`src/rtl/pipelined_barrel_shifter_if.sv`:
```
// pipelined_barrel_shifter_if
//   Request/response bundle for the pipelined barrel shifter.
//   master : issues requests, consumes results (ALU side)
//   slave  : the shift unit
//   Signals:
//     in_valid/in_ready    request handshake
//     in_data, in_shamt    operand and shift amount (0..WIDTH-1)
//     in_mode              00 SLL, 01 SRL, 10 SRA, 11 ROR
//     in_tag               sideband returned with the result
//     out_valid/out_ready  result handshake
//     out_data, out_tag    result and its tag
//     busy                 any operation is held inside the unit
interface pipelined_barrel_shifter_if #(
   parameter int WIDTH = 32,
   parameter int TAG_W = 4
);
   localparam int SHAMT_W = $clog2(WIDTH);

   logic               in_valid;
   logic               in_ready;
   logic [WIDTH-1:0]   in_data;
   logic [SHAMT_W-1:0] in_shamt;
   logic [1:0]         in_mode;
   logic [TAG_W-1:0]   in_tag;
   logic               out_valid;
   logic               out_ready;
   logic [WIDTH-1:0]   out_data;
   logic [TAG_W-1:0]   out_tag;
   logic               busy;

   modport master (
      output in_valid, in_data, in_shamt, in_mode, in_tag, out_ready,
      input  in_ready, out_valid, out_data, out_tag, busy
   );

   modport slave (
      input  in_valid, in_data, in_shamt, in_mode, in_tag, out_ready,
      output in_ready, out_valid, out_data, out_tag, busy
   );
endinterface

```
`src/rtl/pipelined_barrel_shifter.sv`:
```
// pipelined_barrel_shifter
//   Pipelined barrel shifter (SLL/SRL/SRA/ROR) built from log2(WIDTH) binary
//   shift stages, largest shift first, with a register after every REG_EVERY
//   stages. Valid/ready handshake on both sides with full backpressure;
//   bubbles collapse while the output is stalled.
//   Ports:
//     clock  rising-edge clock
//     reset  asynchronous, active-low reset
//     bus    request/response bundle (slave modport)
module pipelined_barrel_shifter #(
   parameter int WIDTH     = 32,
   parameter int REG_EVERY = 2,
   parameter int TAG_W     = 4
) (
   input logic                        clock,
   input logic                        reset,
   pipelined_barrel_shifter_if.slave  bus
);
   localparam int SHAMT_W = $clog2(WIDTH);
   localparam int LAT     = (SHAMT_W + REG_EVERY - 1) / REG_EVERY;

   // pipeline registers, one entry per register slot
   logic               valid_reg [LAT];
   logic [WIDTH-1:0]   data_reg  [LAT];
   logic [SHAMT_W-1:0] shamt_reg [LAT];
   logic [1:0]         mode_reg  [LAT];
   logic               sign_reg  [LAT];
   logic [TAG_W-1:0]   tag_reg   [LAT];

   // inputs of the stage group feeding each register
   logic               grp_valid [LAT];
   logic [WIDTH-1:0]   grp_data  [LAT];
   logic [SHAMT_W-1:0] grp_shamt [LAT];
   logic [1:0]         grp_mode  [LAT];
   logic               grp_sign  [LAT];
   logic [TAG_W-1:0]   grp_tag   [LAT];

   // data as it flows through the stages of one group
   logic [WIDTH-1:0]   chain [LAT][REG_EVERY+1];

   // register i loads this cycle
   logic               adv [LAT];

   assign adv[LAT-1] = ~valid_reg[LAT-1] | bus.out_ready;

   genvar gi, gj;
   generate
      for (gi = 0; gi < LAT - 1; gi++) begin : g_adv
         assign adv[gi] = ~valid_reg[gi] | adv[gi+1];
      end

      for (gi = 0; gi < LAT; gi++) begin : g_grp
         if (gi == 0) begin : g_src_in
            assign grp_valid[gi] = bus.in_valid;
            assign grp_data[gi]  = bus.in_data;
            assign grp_shamt[gi] = bus.in_shamt;
            assign grp_mode[gi]  = bus.in_mode;
            // SRA fill is the operand's sign at entry to the pipe
            assign grp_sign[gi]  = bus.in_data[WIDTH-1];
            assign grp_tag[gi]   = bus.in_tag;
         end else begin : g_src_reg
            assign grp_valid[gi] = valid_reg[gi-1];
            assign grp_data[gi]  = data_reg[gi-1];
            assign grp_shamt[gi] = shamt_reg[gi-1];
            assign grp_mode[gi]  = mode_reg[gi-1];
            assign grp_sign[gi]  = sign_reg[gi-1];
            assign grp_tag[gi]   = tag_reg[gi-1];
         end

         assign chain[gi][0] = grp_data[gi];

         for (gj = 0; gj < REG_EVERY; gj++) begin : g_stage
            localparam int K = gi * REG_EVERY + gj;
            if (K < SHAMT_W) begin : g_shift
               localparam int SH = 1 << (SHAMT_W - 1 - K);
               logic [WIDTH-1:0] d;
               logic [WIDTH-1:0] r;
               assign d = chain[gi][gj];
               always_comb begin
                  r = d;
                  if (grp_shamt[gi][SHAMT_W-1-K]) begin
                     case (grp_mode[gi])
                        2'b00:   r = d << SH;
                        2'b01:   r = d >> SH;
                        2'b10:   r = grp_sign[gi] ? ~(~d >> SH) : (d >> SH);
                        default: r = (d >> SH) | (d << (WIDTH - SH));
                     endcase
                  end
               end
               assign chain[gi][gj+1] = r;
            end else begin : g_pass
               // last group may hold fewer than REG_EVERY real stages
               assign chain[gi][gj+1] = chain[gi][gj];
            end
         end

         always_ff @(posedge clock or negedge reset) begin
            if (!reset) begin
               valid_reg[gi] <= 1'b0;
               data_reg[gi]  <= '0;
               shamt_reg[gi] <= '0;
               mode_reg[gi]  <= '0;
               sign_reg[gi]  <= 1'b0;
               tag_reg[gi]   <= '0;
            end else if (adv[gi]) begin
               valid_reg[gi] <= grp_valid[gi];
               data_reg[gi]  <= chain[gi][REG_EVERY];
               shamt_reg[gi] <= grp_shamt[gi];
               mode_reg[gi]  <= grp_mode[gi];
               sign_reg[gi]  <= grp_sign[gi];
               tag_reg[gi]   <= grp_tag[gi];
            end
         end
      end
   endgenerate

   logic busy_next;
   always_comb begin
      busy_next = 1'b0;
      for (int i = 0; i < LAT; i++) begin
         busy_next = busy_next | valid_reg[i];
      end
   end

   // gated by reset so no request is accepted while reset is held
   assign bus.in_ready  = reset & adv[0];
   assign bus.out_valid = valid_reg[LAT-1];
   assign bus.out_data  = data_reg[LAT-1];
   assign bus.out_tag   = tag_reg[LAT-1];
   assign bus.busy      = busy_next;
endmodule

```
`src/flat_wrapper.sv`:
```
// flat-port wrapper written by rule: the top's interface ports become plain ports
module pipelined_barrel_shifter_flat 
#(
   parameter int WIDTH     = 32,
   parameter int REG_EVERY = 2,
   parameter int TAG_W     = 4
)
  (clock, reset, bus_in_valid, bus_in_data, bus_in_shamt, bus_in_mode, bus_in_tag, bus_out_ready, bus_in_ready, bus_out_valid, bus_out_data, bus_out_tag, bus_busy);
  pipelined_barrel_shifter_if #(.WIDTH(WIDTH), .TAG_W(TAG_W)) bus_i ();
  input logic clock;
  input logic reset;
  input wire logic [$bits(bus_i.in_valid)-1:0] bus_in_valid;
  input wire logic [$bits(bus_i.in_data)-1:0] bus_in_data;
  input wire logic [$bits(bus_i.in_shamt)-1:0] bus_in_shamt;
  input wire logic [$bits(bus_i.in_mode)-1:0] bus_in_mode;
  input wire logic [$bits(bus_i.in_tag)-1:0] bus_in_tag;
  input wire logic [$bits(bus_i.out_ready)-1:0] bus_out_ready;
  output wire logic [$bits(bus_i.in_ready)-1:0] bus_in_ready;
  output wire logic [$bits(bus_i.out_valid)-1:0] bus_out_valid;
  output wire logic [$bits(bus_i.out_data)-1:0] bus_out_data;
  output wire logic [$bits(bus_i.out_tag)-1:0] bus_out_tag;
  output wire logic [$bits(bus_i.busy)-1:0] bus_busy;
  assign bus_i.in_valid = bus_in_valid;
  assign bus_i.in_data = bus_in_data;
  assign bus_i.in_shamt = bus_in_shamt;
  assign bus_i.in_mode = bus_in_mode;
  assign bus_i.in_tag = bus_in_tag;
  assign bus_i.out_ready = bus_out_ready;
  assign bus_in_ready = bus_i.in_ready;
  assign bus_out_valid = bus_i.out_valid;
  assign bus_out_data = bus_i.out_data;
  assign bus_out_tag = bus_i.out_tag;
  assign bus_busy = bus_i.busy;
  pipelined_barrel_shifter #(.WIDTH(WIDTH), .REG_EVERY(REG_EVERY), .TAG_W(TAG_W)) u_core (.clock(clock), .reset(reset), .bus(bus_i));
endmodule
```
`config.mk`:
```
export PLATFORM = sky130hd
export DESIGN_NAME = pipelined_barrel_shifter_flat
export DESIGN_NICKNAME = d
export VERILOG_FILES = /design/src/rtl/pipelined_barrel_shifter_if.sv /design/src/rtl/pipelined_barrel_shifter.sv /design/src/flat_wrapper.sv
export SDC_FILE = /design/constraint.sdc
export NUM_CORES = 1
export LEC_CHECK = 0
export CAP_MARGIN = 20
export CELL_PAD_IN_SITES_DETAIL_PLACEMENT = 2
export CELL_PAD_IN_SITES_GLOBAL_PLACEMENT = 2
export CORE_MARGIN = 8
export CORE_UTILIZATION = 37
export CTS_CLUSTER_DIAMETER = 200
export DETAILED_ROUTE_END_ITERATION = 7
export GPL_ROUTABILITY_DRIVEN = 0
export GPL_TIMING_DRIVEN = 0
export PLACE_DENSITY = 0.83
export SYNTH_ARGS = -nofsm -noshare
export SYNTH_HDL_FRONTEND = slang
export SYNTH_SLANG_ARGS = --single-unit
```
`constraint.sdc`:
```
create_clock -name clock -period 2.4 [get_ports clock]
set_input_delay 0.36 -clock clock [delete_from_list [all_inputs] [get_ports clock]]
set_output_delay 0.36 -clock clock [all_outputs]
set_load 0.05 [all_outputs]
```
---- Word-level counts from Yosys, hierarchy flattened ----
Index checks and enable logic that the tools add are counted.
Widths: inputs -> output; s select.
word-level totals
  word-level logic and storage cells ...... 63
  register bits ........................... 121
  bits of input ports ..................... 47
cells by class
  equal/unequal tests ..................... 6
  multiplexer cells ....................... 15
  bitwise operators ....................... 24
  reduce and logical (&&, ||, !) cells .... 3
operator list
  cell                number
  $pmux 32 s3         5
  $mux 32             10
  $not 32->32         5
  $not 16->32         1
  $not 24->32         1
  $not 28->32         1
  $not 30->32         1
  $not 31->32         1
  $or 16x32->32       1
  $or 24x32->32       1
  $or 28x32->32       1
  $or 30x32->32       1
  $or 31x32->32       1
  $eq 2x1->1 const B  3
  $eq 2x2->1 const B  3
  $logic_not 2->1     3
  $or 1x1->1          5
  $not 1->1           3
  $and 1x1->1         1

---- Depth between registers and ports, before layout ----
  word-level depth ........................ 10
  gate-level depth with buffers ........... 7
  mapped depth without buffers ............ 4

---- Least setup slack after synthesis ----
Ideal clock, no wire load.
  path type ............................... register to output
  start ................................... reg u_core.valid_reg, in the netlist u_core.bus.out_valid
  end ..................................... out bus_in_ready
  stages on the path, launching flop included .. 4
  arrival ................................. 1601 ps
  path slack .............................. 439 ps
  cells stage by stage .................... dfrtp_1 > nand4b_1 > clkbuf_1 > and2_1
on the way
  cells in the longest elaborated chain, start to end .. 5
RTL lines
  what                             line                             text
  start, declared                  pipelined_barrel_shifter.sv:23   logic valid_reg [LAT];
  start signal, assigned by index  pipelined_barrel_shifter.sv:106  valid_reg[gi] <= grp_valid[gi];
  $not 1->1                        pipelined_barrel_shifter.sv:44   assign adv[LAT-1] = ~valid_reg[LAT-1] | bus.out_ready;
  $or 1x1->1                       pipelined_barrel_shifter.sv:44
  $or 1x1->1 (2 in series)         pipelined_barrel_shifter.sv:49   assign adv[gi] = ~valid_reg[gi] | adv[gi+1];
  $and 1x1->1                      pipelined_barrel_shifter.sv:126  assign bus.in_ready = reset & adv[0];
  end, declared                    flat_wrapper.sv:18               output wire logic [$bits(bus_i.in_ready)-1:0] bus_in_ready;
Every way passes these cells.

---- Final worst setup path ----
  start ................................... in bus_out_ready
  end ..................................... out bus_in_ready
on the way
  cells in the longest elaborated chain, start to end .. 4
RTL lines
  what                      line                             text
  start, declared           flat_wrapper.sv:17               input wire logic [$bits(bus_i.out_ready)-1:0] bus_out_ready;
  $or 1x1->1                pipelined_barrel_shifter.sv:44
  $or 1x1->1 (2 in series)  pipelined_barrel_shifter.sv:49
  $and 1x1->1               pipelined_barrel_shifter.sv:126
Every way passes these cells.

==> summary.md <==
| Metric | Value |
|---|---|
| CORE AREA | `21620 um2` |
| Clock buffers created by TritonCTS | `17` |
| Combinational share of power | `37.7%` |
| Total grt overflow | `0` |
| Largest net degree at the start of global routing | `63` |
| Synth cell types | `56` |
| Total nets after synthesis | `1068` |
| Wire length of the first global-routing pass | `57.61 mm` |
| Status | `complete, no violations` |
| Number of flops mapped to enable cells by yosys | `0` |
| Number of global-route vias before repair | `9823` |
| Setup slack at placement | `-681.4 ps` |
| Width of the chip | `163.6 um` |
| Io pins | `86` |
| Post-layout total power | `9.133 mW` |
| Remaining number of nets flagged by the antenna check after routing | `0` |
| Share of synthesized area occupied by flip-flops and latches | `37.57%` |
| Overall die area | `26760 um2` |
| Commonest non-fill, non-tap cell in the layout | `sky130_fd_sc_hd__nand2_1` |
| Max Cap Viol | `0` |
| Detailed Route WL | `36.55 mm` |
| Gate Count Post-Synth | `1021` |
| TritonCTS clock tree | `built` |
| Critical path data arrival time | `1970 ps` |
| Number of clock sinks | `121` |
| Count of final max-slew check failures | `0` |
| Detailed Route Iter0 Violations | `428` |
| Core Util, Final | `45.86%` |
| Final worst-path cycle share | `96.92%` |
| FMAX | `0.4299 GHz` |
| First drt pass iteration count | `5` |
| CTS Buffer Depth | `2` |
| Final critical path time including I/O delays and setup | `2326 ps` |
| Initial core utilization | `37.28%` |
| Classification of the worst-slack hold path | `in2reg` |
| Switching share of power | `42.28%` |
| H-Tree Level Count | `4` |
| Power dissipated by switching net loads | `3.861 mW` |
| Largest driver fanout on the critical path | `10` |
| Via density per instance | `6.222` |
| Final setup fails | `0` |
| Nets | `1173` |
| Flip-flop and latch count after synthesis | `121` |
| Final Worst Setup Slack | `74.00 ps` |
| Int Power | `5.272 mW` |
| Height of the die | `163.6 um` |
| RSZ-0062 raised after global routing | `no` |
| Top_reg_cell synth | `sky130_fd_sc_hd__dfrtp_1` |
| Startpoint kind of the worst setup timing path | `primary input` |
| Num rows | `54` |
| Most frequent cells in the layout | `154 x sky130_fd_sc_hd__nand2_1, 123 x sky130_fd_sc_hd__nor2_1, 121 x sky130_fd_sc_hd__dfrtp_1` |
| Area delta synth->final | `23.02%` |
| Leakage power | `4.087 nW` |
| Via count | `8835` |
| Crit path kind | `in2out` |
| Capturing element type of the critical path | `primary output` |
| GRT Overall Usage | `27.58%` |
| Fraction of final layout cells with drive strength greater than 1 | `7.638%` |
| Worst supply voltage drop on vdd | `379.1 uV` |
| WP data required | `2040 ps` |
| Final hold violation count | `0` |
| Sequential share of power | `33.2%` |
| Number of inserted filler cells in the final layout | `2483` |
| PD cells | `921.1 nW/um2` |
| Number of antenna violations at the first check in global routing | `1` |
| Mean area per synthesized cell | `7.894 um2` |
| Share of total power in the clock network | `29.1%` |
| Half-perimeter wire length after placement | `26.76 mm` |
| Yosys Warn Count | `0` |
| Cell area after technology mapping | `8060 um2` |
| Final clock skew | `12.07 ps` |
| Actual transition at the worst max-transition pin | `683.3 ps` |
| Cell at the root of the clock tree | `sky130_fd_sc_hd__clkbuf_16` |
| Worst-case headroom to the max-slew limit | `54.45%` |
| Detailed-route DRC error count | `0` |
| Number of input and output port buffers inserted | `83` |
| Clock insertion delay at the later pin of the skew report | `430 ps` |
| Clock transition at the registers of the reported paths | `60 ps` |
| Average wire per standard cell | `25.74 um` |
| FFs w/ async S/R, synth | `100.0%` |
-- cells in the mapped netlist, drive strengths merged (6+ instances only) --
library cell	instances	area, um2
nand2	154	578.1
nor2	124	468.0
dfrtp	121	3028
a21oi	71	355.3
clkbuf	69	260.2
o21ai	66	330.3
a311oi	52	455.4
a21o	39	292.8
buf	33	183.9
a31oi	24	150.1
or3b	23	201.4
nor4	22	137.6
nand2b	17	106.4
nor2b	16	100.1
a211oi	15	112.6
a2bb2oi	14	122.6
and3	14	87.58
o22ai	14	87.58
o211ai	13	97.59
nor3	12	60.06
nand3	11	55.05
a211o	10	87.58
inv	9	33.78
o31ai	8	60.06
a22oi	7	52.55
mux2	7	78.83
mux2i	7	70.07
and2	6	37.54
o221ai	6	52.55
-- flip-flops by register name, indices dropped and copies added, names as in the netlist --
| signal | count |
|---|---|
| u_core.bus.out_data | 32 |
| u_core.bus.out_tag | 4 |
| u_core.bus.out_valid | 1 |
| u_core.g_grp.g_stage.g_shift.d | 64 |
| u_core.grp_mode | 4 |
| u_core.grp_shamt | 4 |
| u_core.grp_sign | 2 |
| u_core.grp_tag | 8 |
| u_core.grp_valid | 2 |
-- per-layer routing --
layer  share of wire [%]  global-route usage, %  up-vias  routed length, um
met5                   0                      0        -                  0
met4                 3.3                  12.19        0               1224
met3                 4.1                  4.158       91               1491
met2                  52                  49.83      313              18860
met1                  41                  31.64     4474              14970
li1                    -                      -     3957                  -
-- cell families (layout without fill, tap and decap cells) --
group / Yosys count / in the layout / synth area share [%]
multiplexers: 14 / 14 / 1.847
XOR/XNOR: 1 / 1 / 0.2019
buffers and inverters: 112 / 230 / 5.976
other: 0 / 1 / 0
flip-flops: 121 / 121 / 37.57
AO/OA/AOI/OAI: 359 / 359 / 30.29
AND/OR/NAND/NOR: 414 / 414 / 24.12
-- worst paths after layout --
path                                           from                                       end  slack (ps)  depth (start not counted)
worst max-delay path                  bus_out_ready                              bus_in_ready          70                          5
worst min-delay path                bus_in_shamt[4]  u_core.g_grp[1].g_stage[0].g_shift.d[22]         460                          4
worst max register to register   u_core.grp_mode[3]  u_core.g_grp[2].g_stage[0].g_shift.d[11]          90                          6
worst min register to register  u_core.grp_shamt[5]                       u_core.grp_shamt[5]         470                          2
max in group asynchronous                     reset                   u_core.bus.out_data[29]        1270                          3
min in group asynchronous                     reset  u_core.g_grp[2].g_stage[0].g_shift.d[16]         470                          2
-- critical path, cell delays in order --
cell,delay [ps]
sky130_fd_sc_hd__clkdlybuf4s50_1,540
sky130_fd_sc_hd__nand4b_1,230
sky130_fd_sc_hd__buf_2,300
sky130_fd_sc_hd__and2_1,160
sky130_fd_sc_hd__clkdlybuf4s15_2,360
-- power groups by stage --
stage                     clock (mW)  sequential (mW)  combinational [mW]
final                           2.65             3.04                3.44
after global routing            2.77             3.09                3.66
after CTS                       2.68             3.02                3.42
after detailed placement           0             3.04                3.35
after global placement             0             3.00                3.24
after floorplan                    0             3.51                1.51
-- timing repair --
item | CTS | global route
hold buffers | 1 | 0
resized for setup | 6 | 11
pin swaps | 0 | 0
hold endpoints to repair | 60 | 0
setup endpoints to repair | 3 | 8
buffers inserted | 1 | 0
-- final cells by class --
cell class | count | area, um2 | area share [%]
Timing Repair Buffer | 86 | 882.1 | 8.896
Inverter | 10 | 37.54 | 0.3785
Sequential cell | 121 | 3028 | 30.54
Multi-Input combinational cell | 788 | 4569 | 46.08
Clock inverter | 14 | 161.4 | 1.628
Antenna cell | 1 | 2.502 | 0.02524
Tap cell | 280 | 350.3 | 3.533
Buffer | 102 | 445.4 | 4.492
Clock buffer | 18 | 439.2 | 4.429
-- per-stage QoR --
stage	cell area [um2]	TNS [ps]	instances	hold WS (ps)
final	9916	0	1420	455.4
after detailed placement	9270	-1448	1385	393.7
after floorplan	8060	0	1021	64.41
after global placement	9241	-464160	1384	448.5
after CTS	9891	0	1419	440.9
after global routing	9916	0	1420	481.9
Note: power is estimated with default switching activity, not from simulation.
